## src/rtl/play_audio_buffer.sv

```systemverilog
// play_audio_buffer
//   Stereo sample elastic buffer between the PlayCore/MixCore producer and the
//   AudioBus play port. Samples are held in a first-word-fall-through circular
//   FIFO. Output is withheld (PRIME) until PRIME_LEVEL samples are buffered or
//   drain is asserted with data present, then streamed (STREAM) until an
//   underrun sends the buffer back to PRIME.
//
// Parameters
//   DEPTH        FIFO entries, power of two, >= 4
//   PRIME_LEVEL  occupancy required before output starts, 1..DEPTH
//
// Ports
//   i_clk         clock
//   i_rst         asynchronous active-low reset
//   in_valid      upstream sample valid
//   in_data       sample, [31:16] left, [15:0] right
//   in_ready      buffer can accept (registered, level < DEPTH)
//   out_valid     sample offered to the AudioBus play port
//   out_data      offered sample (entry at read pointer)
//   out_ready     AudioBus accepts
//   flush         synchronous clear, highest priority
//   drain         release buffered samples below PRIME_LEVEL
//   level         current occupancy
//   underrun_cnt  saturating underrun event count (PLAYBUF_STATS_EN only)
//
// Build option
//   PLAYBUF_STATS_EN  adds the underrun_cnt port and its counter.

module play_audio_buffer #(
  parameter int unsigned DEPTH       = 16,
  parameter int unsigned PRIME_LEVEL = 8
) (
  input  logic                     i_clk,
  input  logic                     i_rst,
  input  logic                     in_valid,
  input  logic [31:0]              in_data,
  output logic                     in_ready,
  output logic                     out_valid,
  output logic [31:0]              out_data,
  input  logic                     out_ready,
  input  logic                     flush,
  input  logic                     drain,
  output logic [$clog2(DEPTH):0]   level
`ifdef PLAYBUF_STATS_EN
  ,
  output logic [15:0]              underrun_cnt
`endif
);

  localparam int unsigned AW = $clog2(DEPTH);
  localparam int unsigned LW = AW + 1;

  localparam logic [LW-1:0] FULL_LVL  = LW'(DEPTH);
  localparam logic [LW-1:0] PRIME_LVL = LW'(PRIME_LEVEL);

  typedef enum logic [0:0] {
    PRIME  = 1'b0,
    STREAM = 1'b1
  } state_e;

  state_e          state_q, state_d;
  logic [31:0]     mem_q [DEPTH];
  logic [AW-1:0]   wr_ptr_q, wr_ptr_d;
  logic [AW-1:0]   rd_ptr_q, rd_ptr_d;
  logic [LW-1:0]   level_q, level_d;
  logic            ready_q, ready_d;
  logic            push, pop, underrun;

  // in_ready is a flop rather than a decode of level_q so that it reads 0
  // while reset is held and 1 from the first edge after release.
  assign in_ready  = ready_q;
  assign level     = level_q;
  assign out_valid = (state_q == STREAM) && (level_q != '0);
  assign out_data  = mem_q[rd_ptr_q];

  assign push     = in_valid && ready_q;
  assign pop      = out_valid && out_ready;
  assign underrun = (state_q == STREAM) && (level_q == '0) && out_ready;

  always_comb begin
    wr_ptr_d = wr_ptr_q;
    rd_ptr_d = rd_ptr_q;
    state_d  = state_q;

    if (push) wr_ptr_d = wr_ptr_q + AW'(1);
    if (pop)  rd_ptr_d = rd_ptr_q + AW'(1);
    level_d = level_q + LW'(push) - LW'(pop);

    case (state_q)
      PRIME:   if ((level_q >= PRIME_LVL) || (drain && (level_q != '0))) state_d = STREAM;
      STREAM:  if (underrun) state_d = PRIME;
      default: state_d = PRIME;
    endcase

    // Flush overrides everything computed above.
    if (flush) begin
      wr_ptr_d = '0;
      rd_ptr_d = '0;
      level_d  = '0;
      state_d  = PRIME;
    end

    ready_d = (level_d != FULL_LVL);
  end

  always_ff @(posedge i_clk or negedge i_rst) begin
    if (!i_rst) begin
      wr_ptr_q <= '0;
      rd_ptr_q <= '0;
      level_q  <= '0;
      state_q  <= PRIME;
      ready_q  <= 1'b0;
    end else begin
      wr_ptr_q <= wr_ptr_d;
      rd_ptr_q <= rd_ptr_d;
      level_q  <= level_d;
      state_q  <= state_d;
      ready_q  <= ready_d;
    end
  end

  // Sample storage needs no reset; contents are only visible via level.
  always_ff @(posedge i_clk) begin
    if (push && !flush) mem_q[wr_ptr_q] <= in_data;
  end

`ifdef PLAYBUF_STATS_EN
  logic [15:0] ucnt_q;

  always_ff @(posedge i_clk or negedge i_rst) begin
    if (!i_rst) begin
      ucnt_q <= '0;
    end else if (underrun && !flush && (ucnt_q != '1)) begin
      ucnt_q <= ucnt_q + 16'd1;
    end
  end

  assign underrun_cnt = ucnt_q;
`endif

endmodule

```

## config.mk

```make
export PLATFORM = sky130hd
export DESIGN_NAME = play_audio_buffer
export DESIGN_NICKNAME = d
export VERILOG_FILES = /design/src/rtl/play_audio_buffer.sv
export SDC_FILE = /design/constraint.sdc
export NUM_CORES = 1
export LEC_CHECK = 0
export ABC_AREA = 1
export CAP_MARGIN = 25
export CORE_MARGIN = 5
export CORE_UTILIZATION = 47
export CTS_BUF_LIST = sky130_fd_sc_hd__clkbuf_8
export DETAILED_ROUTE_END_ITERATION = 8
export SYNTH_ARGS = -nofsm -noshare
export SYNTH_HDL_FRONTEND = slang
export SYNTH_SLANG_ARGS = --single-unit
```

## constraint.sdc

```tcl
create_clock -name i_clk -period 8.1 [get_ports i_clk]
set_input_delay 0.81 -clock i_clk [delete_from_list [all_inputs] [get_ports i_clk]]
set_output_delay 0.81 -clock i_clk [all_outputs]
set_load 0.05 [all_outputs]
```

# After elaboration in Yosys (flattened, before gate mapping)
# Memory sizes are Yosys's and may differ from the RTL's.
# Cells that the tools add are included.
dict set report word_totals {
  ff_bits 15
  ramBits 512
  wordCells 37
  mem_count 1
  in_bits 38
}
dict set report classes {
  eq_ne 1
  bitwise_logic 1
  addsub 4
  order_cmp 1
  n_reduce_logical 13
  n_mux 11
}
# memory depth width rd rd_clocked_by_memory_dff wr line
set memory_table {}
lappend memory_table {mem_q 16 32 1 0 1 62} ;# logic [31:0] mem_q [DEPTH];
# operator count
set ops {}
lappend ops {{2-to-1 mux 4 bit} 4}
lappend ops {{adder 4 x 1 -> 4 bit (second input constant)} 2}
lappend ops {{logical AND 1 bit} 7}
lappend ops {{adder 5 x 1 -> 5 bit} 1}
lappend ops {{>= comparator 5 x 4 -> 1 bit (second input constant)} 1}
lappend ops {{zero test 5 bit} 1}
lappend ops {{2-to-1 mux 1 bit} 5}
lappend ops {{2-to-1 mux 5 bit} 1}
lappend ops {{!= test 5 bit (second input constant)} 1}
lappend ops {{nonzero test 5 bit} 1}
lappend ops {{subtractor 5 x 1 -> 5 bit} 1}
lappend ops {{nonzero test 2 bit} 2}
lappend ops {{case mux 1 bit (2 select lines)} 1}
lappend ops {{zero test 1 bit} 1}
lappend ops {{logical OR 1 bit} 1}
lappend ops {{inverter 1 bit} 1}

# Depth between registers and ports, before layout
dict set report logic_depth {
  ltp_word 6
  depth_mapped 16
  mapped_depth_nobuf 16
}

# Worst setup path after synthesis
# Ideal clock, no wire load.
dict set report synth_timing {
  path_type {input port to flip-flop}
  from {input flush}
  to {memory mem_q[1][0], enable pin}
  t_required_ns 7.639
  cell_stages 4
  setup_ns 0.461
  arrival_time_ns 3.528
  setup_slack_ns 4.111
  path_cell_list {clkbuf_1 -> nor2_1 -> inv_1 -> nor3_1}
}
dict set report synth_between {
  elab_chain_cells 4
}
# item line
set synth_lines {}
lappend synth_lines {{start: declaration} 41} ;# input logic flush,
lappend synth_lines {{zero test 1 bit} 124} ;# if (push && !flush) mem_q[wr_ptr_q] <= in_data;
lappend synth_lines {{logical AND 1 bit} 124}
lappend synth_lines {{2-to-1 mux 1 bit} 124}
lappend synth_lines {{2-to-1 mux 1 bit (not written as such)} 124}
lappend synth_lines {{end: declaration} 62}
# Every way passes these cells.

# Final worst setup path
dict set report layout_timing {
  from {register rd_ptr_q[0]}
  to {output out_data[14]}
}
dict set report layout_between {
  elab_chain_cells 1
}
# item line
set layout_lines {}
lappend layout_lines {{start: declaration} 64} ;# logic [AW-1:0] rd_ptr_q, rd_ptr_d;
lappend layout_lines {{start signal: assignment} 115} ;# rd_ptr_q <= rd_ptr_d;
lappend layout_lines {{memory read (16 x 32 bit)} --}
lappend layout_lines {{end: declaration} 39} ;# output logic [31:0] out_data,
# Every way passes these cells.

==> run metrics <==
final number of max-transition violations 0; proportion of synthesized flip-flops having asynchronous set or reset 2.846%; first-pass GRT wire length 78.24 mm; largest net degree at the start of global routing 102; final weighted congestion in routability-driven placement 0.7407; dominant combinational cell family by area after synthesis simple AND/OR/NAND/NOR gates; period utilisation layout 65.56%; clock-pin slew of the registers on the worst-case setup and hold paths 0.06 ns; Post-DRT Antenna Nets 0; number of unique standard cell types used by synthesis 23; die area 0.04999 mm^2; proportion of netlist area held by the largest area contributor 71.71%; count of synthesis-stage warnings from yosys 0; Area contributors post-synth edfxtp_1 72%, nand2_1 8.2%, nor2_1 4.7%, nand3_1 3.3%, o21ai_0 2.4%; post-route total power 0.006380 W; final wirelength 51.23 mm; number of sinks driven by the clock tree 527; Max transition margin 28.59%; number of antenna violations at the first check in global routing 0; number of levels in the clock H-tree 3; fraction of layout instances using a drive strength above 1 8.037%; number of buffers inserted during clock tree synthesis 85; CTS tree done; cell area power density 263.0 mW/mm^2; endpoint class of the critical path output pin; remaining design rule violation count 0; row cnt 78; predominant post-synthesis flop cell edfxtp_1; clock period minus worst slack 5.310 ns; measured slew at the worst slew-check pin 1.071 ns; share of synthesized area occupied by flip-flops and latches 73.46%; total setup buffers inserted after CTS 0; total half-perimeter wirelength after legalization and detailed placement 24.68 mm; worst-path fanout max 96; Max-cap violations 0; CP arrival 4.50 ns; Area Overhead vs Synth 13.15%; worst setup path category reg -> out; Die Span Y 223.6 um; Skew-Pair Late Insertion Delay 0.65 ns; die extent in x 223.6 um; deepest clock path buffer count 3; result of the run finished, final reports clean; antenna diode count 0; Worst VDD drop 0.1628 mV; synthesized-area fraction occupied by ao, oa, aoi and oai cells 5.282%; total of hold buffers inserted after clock tree synthesis 0; PostCTS Resize Cnt 0; Port Buffers 76; Post-Route Skew 0.01697 ns; number of I/O pins 77; First DRT Iteration DRCs 1188; number of storage elements in the synthesis netlist 527; DRT Pass-1 Iters 5; final-report setup violation count 0; routed vias/inst 5.258; crit start category flip-flop; adder-cell share of the synthesized area 0.8521%; Root Driver clkbuf_8; min-delay worst type reg -> reg; unrepaired setup endpoints after global routing false; starting density of the core 47.34%; final global-route overflow total 0; vias after detailed routing 13490; Std-Cell Core Area 0.04528 mm^2; number of global-route vias before repair 13290; post-synthesis cell count 1805; cell area after synthesis 0.02144 mm^2; Data required, critical path 7.29 ns; total routing usage reported by global routing 20.37%; Post-synth EDFFs 512; post-synth net total 1857; fraction of synthesized area in multiplexers 0%; post-detailed-route wirelength per cell 19.96 um; Peak Freq 0.1883 GHz; final core utilization 53.57%; Hold Slack 0.5289 ns; Final Hold Violating Endpoints 0; leakage power 8.454 nW; library cell occupying the most area in the post-synthesis netlist edfxtp_1; number of nets at the end of the flow 1951; XOR/XNOR Fraction of Synth Area 0.04085%; post-synthesis area per instance 11.88 um^2; number of fillers in the final layout 3896; Post-Synth Simple-Gate Area 16.60%; summed negative setup slack over all endpoints 0 ns
## registers in the layout (all words and copies together), names as in the netlist
| signal | cells |
|---|---|
| level | 5 |
| mem_q | 512 |
| state_q | 1 |
| wr_ptr_q | 4 |
| rd_ptr_q | 4 |
| in_ready | 1 |
## cells in the mapped netlist (13+ instances only)
master and count:
edfxtp_1 512, nand2_1 466, nor2_1 266, nand3_1 143
o21ai_0 104, a21oi_1 73, inv_1 59, buf_2 39
o211ai_1 32, clkbuf_1 29, buf_6 15, dfrtp_1 15
ha_1 13, nor3_1 13
## per-stage QoR
step	area [um^2]	cells	setup slack, ns
floorplan	21440	1805	4.111
global placement	22670	2407	3.083
detailed placement	22720	2410	3.174
CTS	24200	2564	2.437
global route	24260	2566	2.480
finish	24260	2566	2.790
## layout by cell type (no fill, tap or decap), types with 2 or more instances in the layout
cell type        synthesis  layout
edfxtp_1               512     512
nand2_1                466     466
nor2_1                 266     262
nand3_1                143     143
o21ai_0                104     104
clkbuf_8                 0      88
inv_1                   59      81
clkdlybuf4s50_1          0      76
a21oi_1                 73      73
o211ai_1                32      32
clkinv_1                 0      29
buf_4                   11      25
ha_1                    13      13
nor3_2                   0      12
dfrtp_1                 15      12
clkinv_2                 0      11
nor2_4                   1       5
clkinvlp_4               0       3
buf_16                   0       3
inv_6                    0       2
inv_2                    3       2
or2_2                    2       2
buf_6                   15       2
dfrtp_2                  0       2
## critical path, cell delays in order, from the launching register on
cell and delay (ns):
dfrtp_4 0.51, buf_16 0.25, inv_6 0.50, buf_16 0.34, buf_4 0.69, nand2_1 0.11, nand3_1 0.12, nand2_1 0.06
nor2_1 0.14, nand2_1 0.08, nand2_1 0.12, clkdlybuf4s50_1 0.82
## routing by layer
metal  up-vias  global-route usage [%]  routed length, um
met2       397                   33.13              24440
met4         0                   7.075               1134
met1      6563                   28.00              22480
li1       6450                       -                  -
met5         -                       0                  0
met3        81                   3.682               3179
## worst paths after layout
kind	start	endpoint	slack [ns]	depth (start not counted)
setup / recovery	rd_ptr_q[0]$_DFFE_PN0P_	out_data[14]	2.79	11
hold / removal	wr_ptr_q[0]$_DFFE_PN0P_	wr_ptr_q[0]$_DFFE_PN0P_	0.53	1
setup reg to reg	level[2]$_DFF_PN0_	in_ready$_DFF_PN0_	5.38	16
hold reg to reg	wr_ptr_q[0]$_DFFE_PN0P_	wr_ptr_q[0]$_DFFE_PN0P_	0.53	1
max in group asynchronous	i_rst	rd_ptr_q[0]$_DFFE_PN0P_	6.91	1
min in group asynchronous	i_rst	rd_ptr_q[2]$_DFFE_PN0P_	0.62	1
## cell type report
type	instances	area (um^2)	area share [%]
sequential	527	15760	64.95
multi-input combinational	1117	4972	20.50
clock buffer	88	1211	4.993
timing repair buffer	106	1054	4.343
tap	600	750.7	3.095
clock inverter	66	276.5	1.140
inverter	62	239.0	0.9851
## kinds of logic after synthesis
family          Yosys count
simple gates            892
flops                   527
compound gates          210
buf+inv                 161
fa+ha+maj                14
xor+xnor                  1
## power by group
| part | internal [W] | leakage, nW | total (W) | switching, W |
|---|---|---|---|---|
| Clock | 0.00101 | 0.849 | 0.00203 | 0.00103 |
| Combinational | 0.000362 | 2.80 | 0.00124 | 0.000883 |
| Sequential | 0.00307 | 4.80 | 0.00310 | 0.0000314 |
No activity file was read; power rests on OpenSTA's default activity.
==> RTL change 1: new RTL, same flow settings <==
The option `PLAYBUF_STATS_EN` is turned on by a define.
--- a/src/rtl/play_audio_buffer.sv
+++ b/src/rtl/play_audio_buffer.sv
@@ -27,2 +27,4 @@
 //   PLAYBUF_STATS_EN  adds the underrun_cnt port and its counter.
+
+`define PLAYBUF_STATS_EN
 
Behaviour (old outputs only; new: underrun_cnt): unchanged (equiv_simple and equiv_induct, registers matched by name and starting in step).
==> RTL change 1 against the unedited design <==
- global-route usage grew 0.92 points
- total power is 4.0% higher
- maximum frequency down 4.6%
- wire length increased by 6.8%
- die area up 3.3%
- synthesized area is 3.5% higher
- sequential cell count is 16 higher
- final area is 4.9% higher
- sequential share of layout area decreased by 1.4 points
- count of clock-buffer cells in the layout increased by 3
- worst setup slack worse by 0.26 ns
- critical path type unchanged
- critical endpoint is now out_data[4]
- highest routed layer is now met5
==> RTL change 1: results (changes against the unedited design) <==
- Clock-pin slew on the worst setup and hold paths: 0.05 ns
- DR pass1 iterations: 5 (unchanged)
- Cell area after placement: 0.0238 mm^2 (was 0.0227 mm^2)
- GP Congestion: 0.788 (was 0.741)
- Detailed Place HPWL: 27000 um (was 24700 um)
- Initial DRC Count: 1159 (was 1188)
- Lkg Pwr: 9.18 nW (was 8.45 nW)
- H-Tree Depth: 3 (unchanged)
- Post-CTS setup buffer count: 0 (unchanged)
- Hold Crit Class: flop to flop (unchanged)
- Num CTS Buffers: 87 (was 85)
- IO buf count: 92 (was 76)
- Rel. slew slack: 28.4% (was 28.6%)
- Total negative slack: 0 ns (unchanged)
- Layout cell share with drive strength beyond 1: 8.92% (was 8.04%)
- Root Driver: clkbuf_8 (unchanged)
- Distinct cells, synth: 28 (was 23)
- Vias in the first global route: 13800 (was 13300)
- Syn_nets: 1903 (was 1857)
- Later-pin clock latency in the skew report: 0.64 ns
- Max FFs per register: 512 (unchanged)
- Via density: 5.42 (was 5.26)
- Post-synth EDFFs: 512 (unchanged)
- Worst VDD drop: 0.241 mV (was 0.163 mV)
- # nets final: 2021 (was 1951)
- # fillers: 3942 (was 3896)
- Most flops, register: mem_q (unchanged)
- Top cells by count, synth: edfxtp_1 (512), nand2_1 (448), nor2_1 (185) (was edfxtp_1 (512), nand2_1 (466), nor2_1 (266))
- Synth area leaders: edfxtp_1 (69%), nand2_1 (7.6%), dfrtp_1 (3.5%) (was edfxtp_1 (72%), nand2_1 (8.2%), nor2_1 (4.7%))
- CP Max Fanout: 50 (was 96)
- Status: completed (unchanged)
- Share of flip-flops with an asynchronous set or reset: 5.71% (was 2.85%)
- Clock Path Buffers: 3 (unchanged)
- Drt wl/cell: 20.7 um (was 20.0 um)
- Crit path DAT: 4.76 ns (was 4.50 ns)
- Clock Skew: 0.0185 ns (was 0.0170 ns)
- Cell Int Power: 4.65 mW (was 4.44 mW)
- Setup slack at placement: 3.12 ns (was 3.17 ns)
- Largest net degree at the start of global routing: 116 (was 102)
- Initial antenna violation count: 2 (was 0)
- Post-synthesis sequential area ratio: 72.8% (was 73.5%)
- Gr usage total: 21.3% (was 20.4%)
- Yosys warning count: 0 (unchanged)
- CTS resizes: 0 (unchanged)
- First-pass GRT wire length: 83300 um (was 78200 um)
[RTL change 1: cell count changes after synthesis, sizes merged, moves of 2 or more]
| cell | unedited run | this run |
|---|---|---|
| a21oi | 73 | 130 |
| nand2 | 466 | 452 |
| o21ai | 104 | 143 |
| xor2 | 1 | 6 |
| buf | 70 | 72 |
| nand3b | 0 | 14 |
| o211ai | 32 | 51 |
| nor2 | 267 | 191 |
| clkinv | 0 | 2 |
| inv | 62 | 65 |
| dfrtp | 15 | 31 |
| nand4 | 1 | 8 |
| nand3 | 143 | 115 |
[RTL change 1: path summary, 6_finish.rpt]
path	to	depth (start not counted)	start	slack, ns
max	out_data[4]	9	rd_ptr_q[1]	2.53
min	wr_ptr_q[3]	1	wr_ptr_q[3]	0.55
max reg2reg	rd_ptr_q[3]	7	rd_ptr_q[1]	4.93
min reg2reg	wr_ptr_q[3]	1	wr_ptr_q[3]	0.55
max in group asynchronous	rd_ptr_q[0]	2	i_rst	7.18
min in group asynchronous	level[3]	2	i_rst	0.57
[RTL change 1: layout make-up]
type	instances	area [um^2]	share of cell area, %
Clock inverter	60	330	1.30
Clock buffer	91	1250	4.92
Tap cell	607	759	2.99
Multi-Input combinational cell	1139	5380	21.2
Timing Repair Buffer	130	1300	5.10
Inverter	67	256	1.01
Sequential cell	543	16200	63.5
Antenna cell	2	5.00	0.0197
[RTL change 1: critical path: stages (launching register included)]
cell             delay (ns)
dfrtp_2                0.38
buf_4                  0.34
nand2_2                0.14
buf_4                  0.63
clkinv_1               1.07
nand3_1                0.30
nand2_1                0.06
nand3b_1               0.18
nand2_1                0.16
clkdlybuf4s50_1        0.84
[RTL change 1: cells by family (layout without fill, tap and decap cells)]
kind of cell             Yosys count  count (layout)  share of synthesized area (%)
AND/OR/NAND/NOR                  794             794                           14.9
adder cells (fa/ha/maj)           15              15                          0.880
other                              0               2                              0
buffers and inverters            168             348                           3.35
AO/OA/AOI/OAI                    324             324                           7.88
XOR/XNOR                           6               6                          0.237
flip-flops                       543             543                           72.8
[RTL change 1: power groups by stage]
stage                     Clock [mW]  Combinational (mW)  Sequential [mW]
final                           2.17                1.27             3.20
after detailed placement           0                1.24             3.28
after CTS                       2.22                1.24             3.22
after global placement             0                1.22             3.28
after global routing            2.36                1.39             3.21
after floorplan                    0               0.796             3.32
[RTL change 1: metrics by stage]
stage	power, mW	utilization (%)	instances
final	6.64	54.5	2639
after global routing	6.95	54.5	2637
after CTS	6.68	54.3	2633
after detailed placement	4.51	50.9	2482
after global placement	4.49	50.9	2481
after floorplan	4.11	-	1850
[RTL change 1: layer usage]
metal	vias to the layer above	track usage, %	part of all wire (%)
met1	7070	30.1	44
met2	392	34.6	48
met4	2	5.52	1.7
li1	6763	-	-
met3	75	3.97	6.1
met5	-	0	0.033
==> RTL change 2: new RTL, same settings <==
Made on the original files. Register the output `level` once more, cleared by the reset; this adds one clock of latency there. The other outputs are not delayed to match. Comments in the files are not updated.
--- a/src/rtl/play_audio_buffer.sv
+++ b/src/rtl/play_audio_buffer.sv
@@ -71,3 +71,9 @@
   assign in_ready  = ready_q;
-  assign level     = level_q;
+  always_ff @(posedge i_clk or negedge i_rst) begin
+    if (!i_rst) begin
+      level <= '0;
+    end else begin
+      level <= level_q;
+    end
+  end
   assign out_valid = (state_q == STREAM) && (level_q != '0);
Check against the original RTL: not equivalent (Yosys sat finds a counterexample within 4 cycles, from zero or initial values and one cycle with i_rst low).
==> RTL change 2 against the unedited design <==
- sequential cell count increased by 5
- worst setup slack improved by 0.20 ns
- wire length decreased by 0.84%
- sequential share of layout area about the same
- synthesized area increased by 0.58%
- worst hold slack got worse by 0.15 ns
- register-to-register slack got worse by 0.02 ns
- highest routed layer unchanged
- final area increased by 0.80%
- total power increased by 0.97%
- critical path depth decreased by 2
- non-clock buffer count increased by 7
- sequential power increased by 3%
- clock skew increased by 0.012 ns
- first-iteration DRC count decreased by 6.3%
- critical endpoint is now out_data[29]
==> RTL change 2: results (changes against the unedited design) <==
- CP max stage delay: 0.84 ns (was 0.82 ns)
- Power share of the clock group: 31.9% (was 31.8%)
- Hold path startpoint: level_q[4] (was wr_ptr_q[0])
- Status: completed (unchanged)
- Buffers, non-clock: 113 (was 106)
- Data buffer area share: 4.48% (was 4.34%)
- CP Max Fanout: 61 (was 96)
- Post-layout min period: 5.11 ns (was 5.31 ns)
- Worst VDD drop: 0.179 mV (was 0.163 mV)
- Hold path endpoint: level[4] (was wr_ptr_q[0])
- Clk_buf instances: 93 (was 88)
- Rel. slew slack: 26.9% (was 28.6%)
- Num CTS Buffers: 87 (was 85)
- Via count: 13500 (about the same)
- GRT met1 Usage: 27.5% (was 28.0%)
- DR pass1 iterations: 6 (was 5)
- Sequential cell area: 0.0159 mm^2 (was 0.0158 mm^2)
- Largest net degree at the start of global routing: 122 (was 102)
- Synth area leaders: edfxtp_1 (71%), nand2_1 (8.1%), nor2_1 (4.6%) (was edfxtp_1 (72%), nand2_1 (8.2%), nor2_1 (4.7%))
- Clock buf/inv share: 6.20% (was 6.13%)
- Syn_nets: 1862 (was 1857)
- Worst setup path end: out_data[29] (was out_data[14])
- Cell Int Power: 4.52 mW (was 4.44 mW)
- Vias in the first global route: 13600 (was 13300)
- First-pass GRT wire length: 78500 um (was 78200 um)
- Detailed Place HPWL: 25400 um (was 24700 um)
- Layout cell share with drive strength beyond 1: 8.15% (was 8.04%)
- Post-synthesis sequential area ratio: 73.6% (was 73.5%)
- GR Util met2: 33.6% (was 33.1%)
- R2r setup slk: 5.36 ns (was 5.38 ns)
- Gr usage total: 20.1% (was 20.4%)
- Share of flip-flops with an asynchronous set or reset: 3.76% (was 2.85%)
- GP Congestion: 0.758 (was 0.741)
RTL change 2: changes by cell type after synthesis, sizes merged:
cell	delta
dfrtp	+5
RTL change 2: cell families after synthesis:
group	share of synthesized area, %
AND/OR/NAND/NOR	16.5
flip-flops	73.6
AO/OA/AOI/OAI	5.25
buffers and inverters	3.74
adder cells (fa/ha/maj)	0.847
XOR/XNOR	0.0406
RTL change 2: per-stage QoR:
step	hold slack, ns	cell area, um^2	cells	power (mW)	utilization (%)
floorplan	0.354	21600	1810	4.07	-
global placement	0.362	22900	2421	4.42	50.4
CTS	0.376	24400	2573	6.51	53.8
global route	0.397	24500	2575	6.75	53.9
finish	0.374	24500	2575	6.44	53.9
detailed placement	0.364	22900	2422	4.45	50.4
RTL change 2: routing by layer:
layer / vias up / share of wire, %
li1: 6478 / -
met1: 6605 / 44
met2: 344 / 49
met3: 69 / 5.5
met4: 0 / 1.6
met5: - / 0
